<file path="src/rtl/fpu_pkg.sv">
// Shared FPU constants.
// The exponent comparator of the single-precision FPU works on 8-bit exponents.
package fpu_pkg;
  localparam int FPU_EXP_WIDTH = 8;
endpackage

</file>
<file path="src/rtl/fpu_abs_sub.sv">
// Combinational signed subtract with magnitude, sign and range flag.
// The subtraction is one bit wider than the operands, so it never wraps.
module fpu_abs_sub #(
  parameter int size = 8
) (
  input  logic [size-1:0] a_i,
  input  logic [size-1:0] b_i,
  output logic [size-1:0] diff_o,
  output logic            sign_o,
  output logic            ovf_o
);
  logic [size:0] d;
  logic [size:0] mag;

  always_comb begin
    d      = {a_i[size-1], a_i} - {b_i[size-1], b_i};
    sign_o = d[size];
    mag    = d[size] ? (~d + 1'b1) : d;
    diff_o = mag[size-1:0];
    // |d| never exceeds 2^size-1, so mag[size] only matters for completeness.
    ovf_o  = mag[size] | mag[size-1];
  end
endmodule

</file>
<file path="src/rtl/fpu_comparator.sv">
// Registered signed comparator: |a-b|, a<b and out-of-range flag, one cycle latency.
// Results hold while no new sample is presented.
module fpu_comparator
  import fpu_pkg::*;
#(
  parameter int size = FPU_EXP_WIDTH
) (
  input  logic            clk,
  input  logic            rst,
  input  logic [size-1:0] a,
  input  logic [size-1:0] b,
  input  logic            in_valid,
  output logic [size-1:0] difference,
  output logic            sign,
  output logic            overflow,
  output logic            out_valid
);
  logic [size-1:0] diff_d, diff_q;
  logic            sign_d, sign_q;
  logic            ovf_d, ovf_q;
  logic            valid_q;

  fpu_abs_sub #(.size(size)) u_abs_sub (
    .a_i    (a),
    .b_i    (b),
    .diff_o (diff_d),
    .sign_o (sign_d),
    .ovf_o  (ovf_d)
  );

  always_ff @(posedge clk) begin
    if (rst) begin
      diff_q  <= '0;
      sign_q  <= 1'b0;
      ovf_q   <= 1'b0;
      valid_q <= 1'b0;
    end else begin
      valid_q <= in_valid;
      if (in_valid) begin
        diff_q <= diff_d;
        sign_q <= sign_d;
        ovf_q  <= ovf_d;
      end
    end
  end

  assign difference = diff_q;
  assign sign       = sign_q;
  assign overflow   = ovf_q;
  assign out_valid  = valid_q;
endmodule

</file>
<file path="config.mk">
export PLATFORM = sky130hd
export DESIGN_NAME = fpu_comparator
export DESIGN_NICKNAME = d
export VERILOG_FILES = /design/src/rtl/fpu_pkg.sv /design/src/rtl/fpu_abs_sub.sv /design/src/rtl/fpu_comparator.sv
export SDC_FILE = /design/constraint.sdc
export NUM_CORES = 1
export LEC_CHECK = 0
export ABC_AREA = 1
export CAP_MARGIN = 40
export CORE_MARGIN = 1
export CORE_UTILIZATION = 45
export CTS_BUF_LIST = sky130_fd_sc_hd__clkbuf_16
export CTS_CLUSTER_DIAMETER = 120
export DETAILED_ROUTE_END_ITERATION = 6
export DONT_BUFFER_PORTS = 1
export GPL_ROUTABILITY_DRIVEN = 0
export HOLD_SLACK_MARGIN = 0.03
export SLEW_MARGIN = 5
export SYNTH_ARGS = -nofsm -noshare
export SYNTH_HDL_FRONTEND = slang
export SYNTH_SLANG_ARGS = --single-unit
</file>
<file path="constraint.sdc">
create_clock -name clk -period 4 [get_ports clk]
set_input_delay 0.8 -clock clk [delete_from_list [all_inputs] [get_ports clk]]
set_output_delay 0.8 -clock clk [all_outputs]
set_load 0.02 [all_outputs]
</file>
Word-level counts from Yosys, hierarchy flattened
Cells that the tools add are included.

word-level totals
  flip-flop bits (word level) = 11
  input bits = 19
  output and inout port bits = 11
  logic and storage cells = 9

operators by class
  add/sub/neg operators = 2
  multiplexer cells = 1
  bitwise gates (word level) = 2

operator list
  operator                                      count
  adder 9 x 1 -> 9 bit (second input constant)  1
  2-to-1 mux 9 bit                              1
  inverter 9 bit                                1
  subtractor 8 x 8 -> 9 bit                     1
  bitwise OR 1 bit                              1

Logic depth before layout (Yosys ltp)
  word-level depth = 5
  depth in mapped cells = 17
  gate-level depth less buffers = 16

By module
A second synthesis with hierarchy kept.

unflattened totals
  cells, all modules = 191
  area, all modules = 1,139.8 µm²

modules (own cells, without submodules)
  module          instances  cells an instance  area each (µm²)  seq. area each (µm²)
  fpu_abs_sub     1          125                683.2            0.0
  fpu_comparator  1          66                 456.7            220.2

Worst setup path before layout
Ideal clock, no wire load.

  kind = input port to flip-flop
  start point = input a[0]
  end point = register ovf_q (netlist: overflow)
  setup time = 109 ps
  arrival = 2,338 ps
  data required time = 3,891 ps
  slack = 1,554 ps
  stages on the path = 14
  path buffers = 0
  path through = inv_1 ha_1 inv_1 fa_1 inv_1 nand2_1 nor2_4 nand3_1 nor2_1 nand3_1 nand3_1 nand4_1 nand2_1 inv_1

on the way
  longest elaborated chain between the ends = 5

RTL lines
  element                      line                  text
  start, declared              fpu_comparator.sv:10  input logic [size-1:0] a,
  subtractor 8 x 8 -> 9 bit *  fpu_abs_sub.sv:16     d = {a_i[size-1], a_i} - {b_i[size-1], b_i};
  inverter 9 bit               fpu_abs_sub.sv:18     mag = d[size] ? (~d + 1'b1) : d;
  adder 9 x 1 -> 9 bit         fpu_abs_sub.sv:18
  2-to-1 mux 9 bit *           fpu_abs_sub.sv:18
  bitwise OR 1 bit *           fpu_abs_sub.sv:21     ovf_o = mag[size] | mag[size-1];
  end signal, assigned         fpu_comparator.sv:42  ovf_q <= ovf_d;
  end, declared                fpu_comparator.sv:20  logic ovf_d, ovf_q;

Mark *: on every way between the ends. The rest lies on a longest branch, timed or not.
A chain may end at the register's enable or synchronous reset.

Final worst setup path
Same ends and word-level chain as after synthesis.

==> metrics.md <==
| Metric | Value |
|---|---|
| Commonest non-fill, non-tap cell in the layout | nand2_1 |
| Die Span X | 50.9 um |
| Post-CTS Setup Bufs | 0 |
| Cell count of the worst reg-to-reg path | 4 |
| GRT Total Usage | 19.9% |
| Die H | 50.9 um |
| Placed Area | 0.00109 mm^2 |
| First-pass GRT wire length | 3860 um |
| Synth Area per Inst | 5.91 um^2 |
| Setup crit start kind | input pin |
| Cells after Synth | 182 |
| Clock-pin slew on the worst setup and hold paths | 0.04 ns |
| Core box area | 0.00223 mm^2 |
| MaxCap Viol Count | 0 |
| RSZ-0062 raised after global routing | false |
| Final Net Count | 213 |
| Detailed placement HPWL | 1800 um |
| Net switching power figure | 0.161 mW |
| R2R Setup Slk | 3.24 ns |
| Fillers | 247 |
| Clock Tree Buf Depth | 2 |
| Commonest cells after routing, fill and taps aside | nand2_1 (46), inv_1 (35), nor2_1 (20) |
| Largest family of logic cells by synthesized area | simple AND/OR/NAND/NOR gates |
| Post-synthesis sequential area ratio | 20.5% |
| CP Capture Type | flop |
| Routed Wire Length | 2250 um |
| Final Cell Area | 0.00117 mm^2 |
| Fmax | 0.415 GHz |
| Number of cell rows | 17 |
| Initial antenna violation count | 0 |
| Total CTS buffers | 3 |
| TNS Setup | 0 ns |
| Wirelength per Cell | 10.6 um |
| Worst path required time | 4.19 ns |
| Clock sinks | 11 |
| Root Buffer | clkbuf_16 |
| Cts repair resizes | 0 |
| Hold Buf Count CTS | 0 |
| Starting Density | 48.1% |
| Final hold slack | 0.563 ns |
| CTS tree | yes |
| I/O Pins | 30 |
| First-pass DRT Iterations | 4 |
| Crit path max fanout | 3 |
| DRT iter0 DRCs | 26 |
| # DRC | 0 |
| Largest net degree at the start of global routing | 16 |
| Skew-Pair Late Insertion Delay | 0.24 ns |
| Period utilization | 60.3% |
| PwrDens | 398 mW/mm^2 |
| Worst-Margin Slew | 0.324 ns |
| Worst IR Drop VDD | 293 uV |
| Mux cell area share after synthesis | 0% |
| Min-Delay Path Class | flop to flop |
| Layout cells sized above 1 | 7.65% |
| Pint | 0.304 mW |
| Min-Delay Startpoint | difference[1] |
| Seq pwr share | 30.8% |
| Status | completed |
| Yosys reg bits | 11 |
| CP endpoint | overflow |
| Routed vias/inst | 5.09 |
| Die area | 0.00259 mm^2 |
| Leak pwr | 0.670 nW |
| Crit path launch | a[0] |
| Diode count | 0 |
| Max Clock Skew | 0 ns |
| Placed insts | 207 |
| GRT overflow | 0 |
| Finish-stage setup viols | 0 |
| Sw Share | 34.6% |
| Post-Synth Adder-Cell Area | 12.3% |
| H-tree depth | 1 |
| PortBufs | 0 |
| Synth Area in Compound Gates | 12.0% |
| Final Hold Viols | 0 |
| Total power | 0.465 mW |
| Max Slew Vio Count | 0 |
| Vias in the first global route | 898 |
| Clock Power Share | 38.5% |
| Simple-Gate Fraction of Synth Area | 39.1% |
| Xor/xnor share of the synthesized area | 1.63% |
| Slew margin rel. | 78.4% |
| Finished Layout Cells | 211 |
| Yosys warning count | 0 |
| Routed Antenna Nets | 0 |
| Post-synth net total | 211 |
| Final min period | 2.41 ns |
| Unique masters post-synth | 23 |
| Via count | 1075 |
| Combinational power share | 30.7% |
| Worst reg2reg startpoint | difference[2] |
| Post-Synthesis Cell Area | 0.00107 mm^2 |
| CP arrival | 2.60 ns |
| Syn-to-layout area delta | 8.73% |
| FF-to-FF End | difference[2] |
| Crit Path Class | input pin to flop |
power groups by stage:
| stage | logic, mW | registers, mW | clock network, mW |
|---|---|---|---|
| 5_1_grt | 0.165 | 0.145 | 0.192 |
| 2_1_floorplan | 0.125 | 0.144 | 0 |
| 6_report | 0.143 | 0.143 | 0.179 |
| 3_5_place_dp | 0.142 | 0.145 | 0 |
| 3_3_place_gp | 0.138 | 0.145 | 0 |
| 4_1_cts | 0.143 | 0.144 | 0.183 |
cells in the mapped netlist:
cell,number,share of area (%)
o21a_1,1,0.70
nor2_4,1,1.0
nand3_2,1,0.93
inv_1,34,12
inv_2,2,0.70
a21oi_2,1,0.82
nand4_1,3,1.7
nor2_1,20,7.0
nand3_1,19,8.8
a31oi_1,2,1.2
xor2_1,2,1.6
o21ai_1,3,1.4
nor2_2,3,1.7
buf_6,1,1.0
dfxtp_1,11,20
ha_1,9,10
o21ai_0,7,3.3
nand2_2,3,1.7
fa_1,1,1.9
buf_2,1,0.47
nand2_1,46,16
clkbuf_1,1,0.35
a21oi_1,10,4.7
per-stage QoR:
stage	utilization, %	setup WS (ns)
finish	52.3	1.59
global route	52.3	1.41
CTS	52.3	1.58
detailed placement	48.8	1.35
global placement	48.8	1.40
floorplan	-	1.55
area by class of cell:
type / instances / area [um^2] / area share (%)
inverter: 36 / 135 / 11.6
sequential: 11 / 220 / 18.8
tap: 28 / 35.0 / 3.00
clock buffer: 3 / 75.1 / 6.42
multi-input combinational: 132 / 699 / 59.9
clock inverter: 1 / 3.75 / 0.321
worst min path at each step:
stage,to,slack (ns),cells after the start
after CTS,difference[1],0.56,2
after global placement,difference[1],0.55,2
final,difference[1],0.56,2
after detailed placement,difference[1],0.55,2
after global routing,difference[1],0.62,2
after floorplan,difference[1],0.54,2
metal layers:
metal / share of wire, % / vias up / GRT usage [%] / wire, um
li1: - / 576 / - / -
met1: 48 / 478 / 25.8 / 1070
met2: 48 / 21 / 31.8 / 1070
met3: 4.6 / 0 / 7.14 / 103
met4: 0 / 0 / 4.17 / 0
met5: 0 / - / 0 / 0
cells by family after synthesis:
kind of cell / count (synthesis)
AO/OA/AOI/OAI: 24
AND/OR/NAND/NOR: 96
XOR/XNOR: 2
buffers and inverters: 39
flip-flops: 11
adder cells (fa/ha/maj): 10
registers in the layout (all words and copies together), names as in the netlist:
register and count:
out_valid 1, difference 8, overflow 1, sign 1
worst max-delay path, cell delays in order:
cell and delay [ns]:
inv_1 0.02, ha_1 0.18, inv_1 0.10, fa_1 0.42
inv_1 0.10, ha_1 0.17, inv_1 0.04, nor2_1 0.19
nand3_1 0.11, nor2_1 0.18, nand3_1 0.10, nand4_1 0.10
nand2_1 0.05, inv_1 0.04
Note: power is estimated with default switching activity, not from simulation.
